## config.mk

```make
export PLATFORM = sky130hd
export DESIGN_NAME = mem_port_arbiter_flat
export DESIGN_NICKNAME = d
export VERILOG_FILES = /design/src/rtl/mem_port_arbiter_pkg.sv /design/src/rtl/mem_port_arbiter_if.sv /design/src/rtl/mem_port_arbiter_arb_select.sv /design/src/rtl/mem_port_arbiter_chk.sv /design/src/rtl/mem_port_arbiter.sv /design/src/flat_wrapper.sv
export SDC_FILE = /design/constraint.sdc
export NUM_CORES = 1
export LEC_CHECK = 0
export CORE_AREA = 2 2 127 129
export DETAILED_ROUTE_END_ITERATION = 16
export DIE_AREA = 0 0 129 131
export PLACE_DENSITY = 0.75
export SLEW_MARGIN = 20
export SYNTH_ARGS = -nofsm -noshare
export SYNTH_HDL_FRONTEND = slang
export SYNTH_SLANG_ARGS = --single-unit
```

## constraint.sdc

```tcl
create_clock -name clk -period 1.8 [get_ports clk]
set_clock_uncertainty 0.1 [all_clocks]
set_input_delay 0.36 -clock clk [delete_from_list [all_inputs] [get_ports clk]]
set_output_delay 0.36 -clock clk [all_outputs]
set_load 0.01 [all_outputs]
```

## src/rtl/mem_port_arbiter_pkg.sv

```systemverilog
// Shared types for the instruction/data memory-port arbiter.
// Optional build macro: ARB_ROUND_ROBIN_EN (alternating grant on contention).
package arbiter_types;

    typedef enum logic [1:0] {
        ARB_IDLE    = 2'd0,
        ARB_GRANT_I = 2'd1,
        ARB_GRANT_D = 2'd2
    } arb_state_t;

    typedef enum logic {
        ARB_SIDE_I = 1'b0,
        ARB_SIDE_D = 1'b1
    } arb_side_t;

    // Maps the winning side onto the FSM state that owns the memory port.
    function automatic arb_state_t grant_state(input arb_side_t side);
        arb_state_t st;
        case (side)
            ARB_SIDE_D: st = ARB_GRANT_D;
            ARB_SIDE_I: st = ARB_GRANT_I;
            default:    st = ARB_IDLE;
        endcase
        return st;
    endfunction

endpackage

```

## src/rtl/mem_port_arbiter_if.sv

```systemverilog
// Memory-style request/response bus. The requester (or the arbiter toward
// memory) uses the master modport; the responder uses the slave modport.
interface mem_port_arbiter_if #(
    parameter int ADDR_W = 32,
    parameter int DATA_W = 32
);
    localparam int MASK_W = DATA_W / 8;

    logic              read;
    logic              write;
    logic [ADDR_W-1:0] addr;
    logic [DATA_W-1:0] wdata;
    logic [MASK_W-1:0] mbe;
    logic [DATA_W-1:0] rdata;
    logic              resp;

    modport master (output read, write, addr, wdata, mbe, input rdata, resp);
    modport slave  (input read, write, addr, wdata, mbe, output rdata, resp);

endinterface

```

## src/rtl/mem_port_arbiter_arb_select.sv

```systemverilog
// Combinational winner pick between the I and D requesters.
// ARB_ROUND_ROBIN_EN: contention goes to the side not granted last;
// otherwise D always beats I.
module arb_select
    import arbiter_types::*;
(
    input  logic      i_req_i,
    input  logic      d_req_i,
`ifdef ARB_ROUND_ROBIN_EN
    input  arb_side_t last_grant_i,
`endif
    output logic      grant_valid_o,
    output arb_side_t grant_side_o
);

    // Select the winning side from the current requests.
    always_comb begin
        grant_valid_o = i_req_i | d_req_i;
        grant_side_o  = ARB_SIDE_I;
        if (i_req_i && d_req_i) begin
`ifdef ARB_ROUND_ROBIN_EN
            if (last_grant_i == ARB_SIDE_I) begin
                grant_side_o = ARB_SIDE_D;
            end else begin
                grant_side_o = ARB_SIDE_I;
            end
`else
            grant_side_o = ARB_SIDE_D;
`endif
        end else if (d_req_i) begin
            grant_side_o = ARB_SIDE_D;
        end else begin
            grant_side_o = ARB_SIDE_I;
        end
    end

endmodule

```

## src/rtl/mem_port_arbiter_chk.sv

```systemverilog
// Protocol checker for the arbiter: the winning requester must never raise
// read and write together (write would silently win).
module mem_port_arbiter_chk (
    input logic clk_i,
    input logic rst_i,
    input logic idle_i,
    input logic grant_valid_i,
    input logic rw_conflict_i
);

    a_no_rw_conflict: assert property (
        @(posedge clk_i) disable iff (rst_i)
        !(idle_i && grant_valid_i && rw_conflict_i)
    ) else $error("mem_port_arbiter: winner has read and write both high");

endmodule

```

## src/rtl/mem_port_arbiter.sv

```systemverilog
// Shares one memory port between an instruction-side and a data-side
// requester. The grant and the address/data/byte enables are registered for
// the whole transaction; the memory response is routed to the granted side.
// Optional build macro: ARB_ROUND_ROBIN_EN (adds a last_grant register).
module mem_port_arbiter
    import arbiter_types::*;
#(
    parameter int ADDR_W = 32,
    parameter int DATA_W = 32,
    parameter int CNT_W  = 16
)(
    input  logic               clk,
    input  logic               rst,
    mem_port_arbiter_if.slave  i_port,
    mem_port_arbiter_if.slave  d_port,
    mem_port_arbiter_if.master m_port,
    output logic [CNT_W-1:0]   contend_cnt_o
);

    localparam int MASK_W = DATA_W / 8;

    arb_state_t        state_q,   state_d;
    logic              m_read_q,  m_read_d;
    logic              m_write_q, m_write_d;
    logic [ADDR_W-1:0] m_addr_q,  m_addr_d;
    logic [DATA_W-1:0] m_wdata_q, m_wdata_d;
    logic [MASK_W-1:0] m_mbe_q,   m_mbe_d;
    logic [CNT_W-1:0]  cnt_q,     cnt_d;

    logic              i_req_s;
    logic              d_req_s;
    logic              grant_valid_s;
    arb_side_t         grant_side_s;
    logic              win_read_s;
    logic              win_write_s;
    logic [ADDR_W-1:0] win_addr_s;
    logic [DATA_W-1:0] win_wdata_s;
    logic [MASK_W-1:0] win_mbe_s;
    logic              rw_conflict_s;
    logic              i_resp_s;
    logic              d_resp_s;
    logic              resp_ok_s;

    assign i_req_s       = i_port.read | i_port.write;
    assign d_req_s       = d_port.read | d_port.write;
    assign rw_conflict_s = win_read_s & win_write_s;
    // A response landing in the reset cycle belongs to an abandoned transaction.
    assign resp_ok_s     = m_port.resp & ~rst;

`ifdef ARB_ROUND_ROBIN_EN
    arb_side_t last_grant_q, last_grant_d;
`endif

    arb_select u_select (
        .i_req_i       (i_req_s),
        .d_req_i       (d_req_s),
`ifdef ARB_ROUND_ROBIN_EN
        .last_grant_i  (last_grant_q),
`endif
        .grant_valid_o (grant_valid_s),
        .grant_side_o  (grant_side_s)
    );

    // Steer the winning side's request fields toward the memory registers.
    always_comb begin
        win_read_s  = i_port.read;
        win_write_s = i_port.write;
        win_addr_s  = i_port.addr;
        win_wdata_s = i_port.wdata;
        win_mbe_s   = i_port.mbe;
        if (grant_side_s == ARB_SIDE_D) begin
            win_read_s  = d_port.read;
            win_write_s = d_port.write;
            win_addr_s  = d_port.addr;
            win_wdata_s = d_port.wdata;
            win_mbe_s   = d_port.mbe;
        end else begin
            win_read_s  = i_port.read;
            win_write_s = i_port.write;
            win_addr_s  = i_port.addr;
            win_wdata_s = i_port.wdata;
            win_mbe_s   = i_port.mbe;
        end
    end

    // Next-state, memory-register and response-pulse logic.
    always_comb begin
        state_d   = state_q;
        m_read_d  = m_read_q;
        m_write_d = m_write_q;
        m_addr_d  = m_addr_q;
        m_wdata_d = m_wdata_q;
        m_mbe_d   = m_mbe_q;
        cnt_d     = cnt_q;
        i_resp_s  = 1'b0;
        d_resp_s  = 1'b0;
`ifdef ARB_ROUND_ROBIN_EN
        last_grant_d = last_grant_q;
`endif
        case (state_q)
            ARB_IDLE: begin
                if (i_req_s && d_req_s && (cnt_q != {CNT_W{1'b1}})) begin
                    cnt_d = cnt_q + {{(CNT_W-1){1'b0}}, 1'b1};
                end else begin
                    cnt_d = cnt_q;
                end
                if (grant_valid_s) begin
                    // Write takes precedence when a side raises both strobes.
                    m_write_d = win_write_s;
                    m_read_d  = win_read_s & ~win_write_s;
                    m_addr_d  = win_addr_s;
                    m_wdata_d = win_wdata_s;
                    m_mbe_d   = win_mbe_s;
                    state_d   = grant_state(grant_side_s);
`ifdef ARB_ROUND_ROBIN_EN
                    last_grant_d = grant_side_s;
`endif
                end else begin
                    state_d = ARB_IDLE;
                end
            end
            ARB_GRANT_I: begin
                if (resp_ok_s) begin
                    i_resp_s  = 1'b1;
                    m_read_d  = 1'b0;
                    m_write_d = 1'b0;
                    state_d   = ARB_IDLE;
                end else begin
                    state_d   = ARB_GRANT_I;
                end
            end
            ARB_GRANT_D: begin
                if (resp_ok_s) begin
                    d_resp_s  = 1'b1;
                    m_read_d  = 1'b0;
                    m_write_d = 1'b0;
                    state_d   = ARB_IDLE;
                end else begin
                    state_d   = ARB_GRANT_D;
                end
            end
            default: begin
                m_read_d  = 1'b0;
                m_write_d = 1'b0;
                state_d   = ARB_IDLE;
            end
        endcase
    end

    // State and memory-side registers with synchronous reset.
    always_ff @(posedge clk) begin
        if (rst) begin
            state_q   <= ARB_IDLE;
            m_read_q  <= 1'b0;
            m_write_q <= 1'b0;
            m_addr_q  <= {ADDR_W{1'b0}};
            m_wdata_q <= {DATA_W{1'b0}};
            m_mbe_q   <= {MASK_W{1'b0}};
            cnt_q     <= {CNT_W{1'b0}};
        end else begin
            state_q   <= state_d;
            m_read_q  <= m_read_d;
            m_write_q <= m_write_d;
            m_addr_q  <= m_addr_d;
            m_wdata_q <= m_wdata_d;
            m_mbe_q   <= m_mbe_d;
            cnt_q     <= cnt_d;
        end
    end

`ifdef ARB_ROUND_ROBIN_EN
    // Remember the last granted side so contention alternates.
    always_ff @(posedge clk) begin
        if (rst) begin
            last_grant_q <= ARB_SIDE_I;
        end else begin
            last_grant_q <= last_grant_d;
        end
    end
`endif

    assign m_port.read    = m_read_q;
    assign m_port.write   = m_write_q;
    assign m_port.addr    = m_addr_q;
    assign m_port.wdata   = m_wdata_q;
    assign m_port.mbe     = m_mbe_q;
    assign i_port.rdata   = m_port.rdata;
    assign d_port.rdata   = m_port.rdata;
    assign i_port.resp    = i_resp_s;
    assign d_port.resp    = d_resp_s;
    assign contend_cnt_o  = cnt_q;

    mem_port_arbiter_chk u_chk (
        .clk_i         (clk),
        .rst_i         (rst),
        .idle_i        (state_q == ARB_IDLE),
        .grant_valid_i (grant_valid_s),
        .rw_conflict_i (rw_conflict_s)
    );

endmodule

```

## src/flat_wrapper.sv

```systemverilog
// flat-port wrapper written by rule: the top's interface ports become plain ports
module mem_port_arbiter_flat import arbiter_types::*;
#(
    parameter int ADDR_W = 32,
    parameter int DATA_W = 32,
    parameter int CNT_W  = 16
)
  (clk, rst, contend_cnt_o, i_port_read, i_port_write, i_port_addr, i_port_wdata, i_port_mbe, i_port_rdata, i_port_resp, d_port_read, d_port_write, d_port_addr, d_port_wdata, d_port_mbe, d_port_rdata, d_port_resp, m_port_read, m_port_write, m_port_addr, m_port_wdata, m_port_mbe, m_port_rdata, m_port_resp);
  mem_port_arbiter_if #(.ADDR_W(ADDR_W), .DATA_W(DATA_W)) i_port_i ();
  mem_port_arbiter_if #(.ADDR_W(ADDR_W), .DATA_W(DATA_W)) d_port_i ();
  mem_port_arbiter_if #(.ADDR_W(ADDR_W), .DATA_W(DATA_W)) m_port_i ();
  input  logic clk;
  input  logic rst;
  output logic [CNT_W-1:0] contend_cnt_o;
  input wire logic [$bits(i_port_i.read)-1:0] i_port_read;
  input wire logic [$bits(i_port_i.write)-1:0] i_port_write;
  input wire logic [$bits(i_port_i.addr)-1:0] i_port_addr;
  input wire logic [$bits(i_port_i.wdata)-1:0] i_port_wdata;
  input wire logic [$bits(i_port_i.mbe)-1:0] i_port_mbe;
  output wire logic [$bits(i_port_i.rdata)-1:0] i_port_rdata;
  output wire logic [$bits(i_port_i.resp)-1:0] i_port_resp;
  input wire logic [$bits(d_port_i.read)-1:0] d_port_read;
  input wire logic [$bits(d_port_i.write)-1:0] d_port_write;
  input wire logic [$bits(d_port_i.addr)-1:0] d_port_addr;
  input wire logic [$bits(d_port_i.wdata)-1:0] d_port_wdata;
  input wire logic [$bits(d_port_i.mbe)-1:0] d_port_mbe;
  output wire logic [$bits(d_port_i.rdata)-1:0] d_port_rdata;
  output wire logic [$bits(d_port_i.resp)-1:0] d_port_resp;
  output wire logic [$bits(m_port_i.read)-1:0] m_port_read;
  output wire logic [$bits(m_port_i.write)-1:0] m_port_write;
  output wire logic [$bits(m_port_i.addr)-1:0] m_port_addr;
  output wire logic [$bits(m_port_i.wdata)-1:0] m_port_wdata;
  output wire logic [$bits(m_port_i.mbe)-1:0] m_port_mbe;
  input wire logic [$bits(m_port_i.rdata)-1:0] m_port_rdata;
  input wire logic [$bits(m_port_i.resp)-1:0] m_port_resp;
  assign i_port_i.read = i_port_read;
  assign i_port_i.write = i_port_write;
  assign i_port_i.addr = i_port_addr;
  assign i_port_i.wdata = i_port_wdata;
  assign i_port_i.mbe = i_port_mbe;
  assign i_port_rdata = i_port_i.rdata;
  assign i_port_resp = i_port_i.resp;
  assign d_port_i.read = d_port_read;
  assign d_port_i.write = d_port_write;
  assign d_port_i.addr = d_port_addr;
  assign d_port_i.wdata = d_port_wdata;
  assign d_port_i.mbe = d_port_mbe;
  assign d_port_rdata = d_port_i.rdata;
  assign d_port_resp = d_port_i.resp;
  assign m_port_read = m_port_i.read;
  assign m_port_write = m_port_i.write;
  assign m_port_addr = m_port_i.addr;
  assign m_port_wdata = m_port_i.wdata;
  assign m_port_mbe = m_port_i.mbe;
  assign m_port_i.rdata = m_port_rdata;
  assign m_port_i.resp = m_port_resp;
  mem_port_arbiter #(.ADDR_W(ADDR_W), .DATA_W(DATA_W), .CNT_W(CNT_W)) u_core (.clk(clk), .rst(rst), .i_port(i_port_i), .d_port(d_port_i), .m_port(m_port_i), .contend_cnt_o(contend_cnt_o));
endmodule
```

==> metrics.json, run 1 <==
{
  "run_status": {
    "run_status": "completed"
  },
  "pwr": {
    "power.sequential.fraction_pct": 38.1,
    "cell_internal_pwr_uw": 4310,
    "pwr_density_cell_nw_per_um2": 792,
    "switchingPower_uw": 1630,
    "clock_power_share_pct": 33.9,
    "power.leakage_uw": 0.00283,
    "switching_share_pct": 27.5,
    "vdd_drop_max_uv": 426,
    "p_comb_share_pct": 28.0
  },
  "setup_path": {
    "timing.critical_path.from_type": "flop",
    "crit_buf_inv": 3,
    "worstPathCellList": "inv_4 -> buf_6 -> ha_4 -> and3b_1 -> buf_2",
    "r2r_end": "u_core.contend_cnt_o[10]",
    "family_with_the_most_delay_on_the_worst_path": "flip-flops",
    "critPathArrivalTime_ps": 1330,
    "setup.worst_path.class": "flop to output port",
    "timing.critical_path.required_ps": 1340,
    "crit_slowest_cell": "sky130_fd_sc_hd__dfxtp_4",
    "timing.critical_path.from": "u_core.state_q[0]",
    "timing.reg2reg.worst_path_depth": 6,
    "crit_fanout": 3,
    "critPathCaptureType": "output port",
    "worst_reg2reg_path_startpoint": "u_core.contend_cnt_o[1]",
    "crit_path_max_incr_delay_ps": 390,
    "worst-r2r-setup-slack_ps": 50
  },
  "logic_synthesis": {
    "synth_area_leaders": "sky130_fd_sc_hd__dfxtp_1 (38%), sky130_fd_sc_hd__a311oi_1 (13%), sky130_fd_sc_hd__buf_4 (11%)",
    "synthDominantCellAreaShare_pct": 38.1,
    "yosys.area.top_type": "sky130_fd_sc_hd__dfxtp_1",
    "net_count_after_synthesis": 761,
    "yosysWarningCount": 0,
    "postSynthCellCount": 581,
    "total_of_flip_flops_plus_latches_after_synthesis": 88,
    "syn-mean-instance-area_um2": 7.97,
    "yosysSeqAreaShare_pct": 38.1,
    "count_of_different_cell_masters_after_synthesis": 44,
    "syn_area_um2": 4630
  },
  "min_path": {
    "worst_hold_path_type": "flop to flop",
    "hold-path-endpoint": "u_core.m_port.wdata[13]",
    "min_from": "u_core.m_port.wdata[13]",
    "hold-path-cell-count": 2
  },
  "clock_network": {
    "clk-insertion-delay-late_ps": 340,
    "clockRootBuffer": "sky130_fd_sc_hd__clkbuf_16",
    "htree_levels": 3,
    "cts_buf_count": 9,
    "clk_pin_slew_worst_paths_ps": 70,
    "tritoncts_num_sinks": 88,
    "tritoncts_clock_tree": "yes",
    "clock_tree_buffer_depth": 2,
    "ctsHoldBuffers": 0
  },
  "route": {
    "vias_per_cell": 4.92,
    "routed-via-count": 4897,
    "route.antenna.remaining_nets": 0,
    "drc": 0,
    "drt_iter0_markers": 229,
    "post_drt_wl_per_cell_um": 16.3,
    "routed_wirelength_um": 16300,
    "detail_route.first_pass.iterations": 4
  },
  "global_route": {
    "grt_overflow_total": 0,
    "grt_busiest_layer": "met2",
    "grt.total_usage_pct": 17.9,
    "grt_pass1_wl_um": 23700,
    "use_met1_pct": 22.0,
    "grt_start_max_net_pins": 51,
    "grtUsageMet3_pct": 4.23,
    "number_of_global_route_vias_before_repair": 4413,
    "global_route.usage.met2_pct": 31.8,
    "antenna_found_initial": 0
  },
  "sta": {
    "pins_over_their_slew_limit": 0,
    "fin_hold_ws_ps": 390,
    "setup_viol_count_final": 0,
    "finalHoldViolCount": 0,
    "setup_ws_ps": 12.2,
    "grt_setup_unrepaired": "yes",
    "timing_worst_slew_pin_value_ps": 571,
    "finalCritPeriodShare_pct": 99.3,
    "final.setup.tns_ps": 0,
    "layout_min_cycle_time_ps": 1790,
    "fmaxAchievable_ghz": 0.559,
    "max-slew-margin-rel_pct": 61.9
  },
  "placed_design": {
    "place.gp.congestion": 0.824,
    "io_buffer_count": 230,
    "place.detailed.instances": 978,
    "post_dp_cell_area_um2": 7090,
    "dp_worst_setup_slack_ps": -536,
    "dpl.hpwl_um": 12100
  },
  "layout": {
    "share_of_cells_above_drive_strength_1_pct": 15.0,
    "final_cell_count_no_fill": 996,
    "synthToLayoutAreaGrowth_pct": 62.2,
    "insertedDiodeCount": 0,
    "finish.net_count": 955,
    "fill_cells": 1513,
    "final_common_cell": "sky130_fd_sc_hd__clkdlybuf4s50_1",
    "final_cell_mix": "sky130_fd_sc_hd__clkdlybuf4s50_1 (213), sky130_fd_sc_hd__dfxtp_1 (76), sky130_fd_sc_hd__o21ai_0 (74), sky130_fd_sc_hd__nand2_1 (73), sky130_fd_sc_hd__nor2_1 (72)",
    "final_cell_area_um2": 7500
  },
  "floorplanning": {
    "die_area_um2": 16900,
    "die-width_um": 129,
    "coreArea_um2": 15600,
    "start_util_pct": 29.7,
    "rows": 46,
    "fp.dieH_um": 131,
    "io-pin-count": 327
  },
  "run": {
    "drv_cap": 0
  }
}
metrics by stage:
| stage | util, % | power, µW |
|---|---|---|
| 4_1_cts | 47.8 | 6010 |
| 2_1_floorplan | - | 3080 |
| 6_report | 48.1 | 5950 |
| 3_5_place_dp | 45.5 | 3960 |
| 3_3_place_gp | 45.5 | 3940 |
| 5_1_grt | 48.1 | 6230 |
power groups by stage:
stage / sequential (µW) / combinational (µW) / clock, µW
floorplan: 2400 / 681 / 0
global placement: 2290 / 1650 / 0
detailed placement: 2300 / 1660 / 0
CTS: 2260 / 1680 / 2070
global route: 2290 / 1810 / 2130
finish: 2260 / 1670 / 2020
flip-flops by register name (all words and copies together) (netlist names):
signal	cells
u_core.m_port.write	1
u_core.m_port.read	1
u_core.m_port.addr	32
u_core.m_port.mbe	4
u_core.m_port.wdata	32
u_core.state_q	2
u_core.contend_cnt_o	16
tightest hold or removal path: cells and delay by family (launching register included):
family	cells	cell delay [ps]
flops	1	310
simple gates	1	90
compound gates	1	40
how the worst max path moves through the flow:
stage / end / slack (ps) / cells after the start
finish: d_port_resp / 10 / 5
global route: i_port_resp / -30 / 5
CTS: i_port_resp / -20 / 5
detailed placement: i_port_resp / -540 / 4
global placement: i_port_resp / -520 / 4
floorplan: u_core.contend_cnt_o[15] / 10 / 6
synthesized netlist by cell type (all sizes together):
| cell type | n |
|---|---|
| and3 | 2 |
| o221a | 1 |
| nand3 | 3 |
| nor4 | 3 |
| dfxtp | 88 |
| o31ai | 4 |
| and3b | 1 |
| mux2 | 2 |
| a21oi | 12 |
| or2 | 2 |
| nor3b | 2 |
| nand4 | 6 |
| nor2 | 74 |
| nor4b | 1 |
| nand2b | 6 |
| or4 | 5 |
| buf | 76 |
| nor2b | 4 |
| ha | 5 |
| mux2i | 2 |
| a311oi | 68 |
| nor3 | 5 |
| a211oi | 3 |
| inv | 7 |
| o21bai | 1 |
| a31oi | 2 |
| or3 | 5 |
| o21ai | 75 |
| o32ai | 1 |
| o22ai | 1 |
| nand2 | 73 |
| a41oi | 1 |
| o211ai | 1 |
| clkbuf | 36 |
| and4 | 3 |
layout make-up:
| class | count | area [µm²] | share of cell area [%] |
|---|---|---|---|
| Clock inverter | 3 | 47.5 | 0.634 |
| Clock buffer | 13 | 270 | 3.60 |
| Sequential cell | 88 | 1780 | 23.7 |
| Inverter | 7 | 31.3 | 0.417 |
| Timing Repair Buffer | 295 | 2850 | 38.0 |
| Multi-Input combinational cell | 374 | 2250 | 30.0 |
| Tap cell | 216 | 270 | 3.60 |
per-layer routing:
metal / up-vias / share of wire [%] / routed length [µm]
met4: 0 / 1.0 / 163
li1: 2424 / - / -
met3: 15 / 5.8 / 952
met2: 209 / 52 / 8390
met1: 2249 / 42 / 6770
met5: - / 0 / 0
repair_timing:
action                                  in CTS  in global routing
endpoints found under the hold margin        0                  0
pin swaps                                    4                  9
setup buffers                                2                  2
resized for setup                           36                 13
endpoints found under the setup margin      29                 18
kinds of logic (layout without fill, tap and decap cells):
family	after synthesis	after routing	share of synthesized area, %
AND/OR/NAND/NOR	195	195	19.4
AO/OA/AOI/OAI	170	170	25.0
buffers and inverters	119	318	15.2
flip-flops	88	88	38.1
adder cells (fa/ha/maj)	5	5	1.35
multiplexers	4	4	0.919
(Power assumes the default switching activity.)
==> run 2: changes to the inputs <==
Settings changed: PLACE_DENSITY 0.75 to unset, PLACE_DENSITY_LB_ADDON set to 0.15.
==> run 2 against run 1 <==
  * Core utilization is 0.93 points lower
  * Register-to-register slack hardly changed
  * Sequential power hardly changed
  * Hold slack worse by 85 ps
  * Total power is 2.5% lower
  * Wire length is 4.0% higher
  * Maximum frequency is 1.3% higher
  * Highest routed layer is now met5
==> metrics.json, run 2 (same netlist as run 1, synthesis figures left out) <==
{
  "placed_design": {
    "place.gp.congestion": 0.809,
    "dpl.hpwl_um": 11700,
    "dp_worst_setup_slack_ps": -377,
    "io_buffer_count": 230
  },
  "route": {
    "drc": 0,
    "routed-via-count": 4968,
    "route.antenna.remaining_nets": 0,
    "vias_per_cell": 5.05,
    "drt_iter0_markers": 258,
    "routed_wirelength_um": 16900,
    "detail_route.first_pass.iterations": 4,
    "post_drt_wl_per_cell_um": 17.2
  },
  "clock_network": {
    "cts_buf_count": 9,
    "tritoncts_num_sinks": 88,
    "clockRootBuffer": "sky130_fd_sc_hd__clkbuf_16",
    "clk-insertion-delay-late_ps": 340,
    "ctsHoldBuffers": 0,
    "tritoncts_clock_tree": "yes",
    "clk_pin_slew_worst_paths_ps": 60,
    "clock_tree_buffer_depth": 2,
    "htree_levels": 3
  },
  "sta": {
    "finalHoldViolCount": 0,
    "layout_min_cycle_time_ps": 1770,
    "finalCritPeriodShare_pct": 98.1,
    "setup_viol_count_final": 0,
    "setup_ws_ps": 34.8,
    "timing_worst_slew_pin_value_ps": 532,
    "max-slew-margin-rel_pct": 64.5,
    "grt_setup_unrepaired": "yes",
    "pins_over_their_slew_limit": 0,
    "fmaxAchievable_ghz": 0.566
  },
  "global_route": {
    "grt_pass1_wl_um": 24600,
    "grt_overflow_total": 0,
    "antenna_found_initial": 2,
    "grt_start_max_net_pins": 59,
    "grt.total_usage_pct": 18.7,
    "number_of_global_route_vias_before_repair": 4605
  },
  "floorplanning": {
    "rows": 46,
    "die-width_um": 129,
    "io-pin-count": 327,
    "coreArea_um2": 15600,
    "die_area_um2": 16900,
    "fp.dieH_um": 131,
    "start_util_pct": 29.7
  },
  "pwr": {
    "total_power_uw": 5800,
    "power.sequential.fraction_pct": 39.1,
    "power.leakage_uw": 0.00277,
    "switchingPower_uw": 1620,
    "p_comb_share_pct": 28.6,
    "pwr_density_cell_nw_per_um2": 788,
    "switching_share_pct": 27.9,
    "clock_power_share_pct": 32.3,
    "vdd_drop_max_uv": 458,
    "cell_internal_pwr_uw": 4180
  },
  "run_status": {
    "run_status": "completed"
  },
  "layout": {
    "share_of_cells_above_drive_strength_1_pct": 13.6,
    "fill_cells": 1538,
    "finish.net_count": 942,
    "synthToLayoutAreaGrowth_pct": 59.0,
    "final_cell_mix": "sky130_fd_sc_hd__clkdlybuf4s50_1 (212), sky130_fd_sc_hd__dfxtp_1 (75), sky130_fd_sc_hd__nand2_1 (73), sky130_fd_sc_hd__o21ai_0 (73), sky130_fd_sc_hd__nor2_1 (72)",
    "final_common_cell": "sky130_fd_sc_hd__clkdlybuf4s50_1"
  },
  "setup_path": {
    "timing.critical_path.required_ps": 1340,
    "worst_reg2reg_path_startpoint": "u_core.state_q[1]",
    "timing.critical_path.from_type": "flop",
    "crit_fanout": 3,
    "setup.worst_path.class": "flop to output port",
    "critPathCaptureType": "output port",
    "timing.critical_path.from": "u_core.state_q[0]",
    "critPathArrivalTime_ps": 1310
  },
  "min_path": {
    "min_from": "rst",
    "worst_hold_path_type": "primary input to flop"
  },
  "run": {
    "drv_cap": 0
  }
}
## run 2: per-stage QoR
step | instances | area (µm²) | setup TNS (ps) | hold WS [ps] | utilization, %
floorplan | 581 | 4640 | 0 | 401 | -
global placement | 957 | 6870 | -20550 | 384 | 44.1
detailed placement | 957 | 6870 | -25030 | 390 | 44.1
CTS | 977 | 7250 | -7.32 | 301 | 46.5
global route | 982 | 7360 | -113 | 314 | 47.2
finish | 983 | 7360 | 0 | 304 | 47.2
## run 2: what timing repair did
| item | 4_1_cts | 5_1_grt |
|---|---|---|
| cloned | 1 | 1 |
| gates resized for setup | 35 | 15 |
| pin swaps | 3 | 12 |
| setup buffers | 4 | 4 |
| hold endpoints to repair | 0 | 0 |
| setup endpoints to repair | 57 | 26 |
## run 2: power groups by stage
stage	combinational (µW)	clock, µW	sequential (µW)
floorplan	681	0	2400
global placement	1540	0	2300
detailed placement	1560	0	2310
CTS	1620	1930	2270
global route	1780	2010	2290
finish	1660	1870	2270
## run 2: critical path, cell delays in order (launching register included)
cell,delay (ps)
sky130_fd_sc_hd__dfxtp_2,350
sky130_fd_sc_hd__inv_2,50
sky130_fd_sc_hd__buf_4,140
sky130_fd_sc_hd__ha_4,150
sky130_fd_sc_hd__and3b_1,150
sky130_fd_sc_hd__buf_2,140
## run 2: layer usage
metal	global-route usage, %	share of wire, %	wire length, µm	up-vias
met1	22.3	42	7080	2302
li1	-	-	-	2393
met5	0	0.077	13	-
met2	31.2	47	8020	242
met4	7.80	2.4	404	2
met3	6.15	8.3	1410	29
## run 2: final timing paths
kind / end / slack (ps) / cells after the start
worst max register to register: u_core.contend_cnt_o[7] / 40 / 7
worst max-delay path: d_port_resp / 30 / 5
worst min-delay path: u_core.contend_cnt_o[10] / 300 / 3
worst min register to register: u_core.m_port.wdata[31] / 400 / 2
## run 2: area by class of cell
type	instances	area [µm²]	area share (%)
well taps	216	270	3.67
clock buffers	12	246	3.35
clock inverters	3	42.5	0.578
flip-flops and latches	88	1780	24.2
diodes	1	2.50	0.0340
repair buffers	282	2740	37.3
multi-input cells	374	2250	30.5
inverters	7	26.3	0.357
==> run 3: changes to the inputs <==
Settings changed: SLEW_MARGIN 20 to unset.
==> results of run 3 <==
Same layout as run 2: the final DEF is identical, and so are final timing and power.
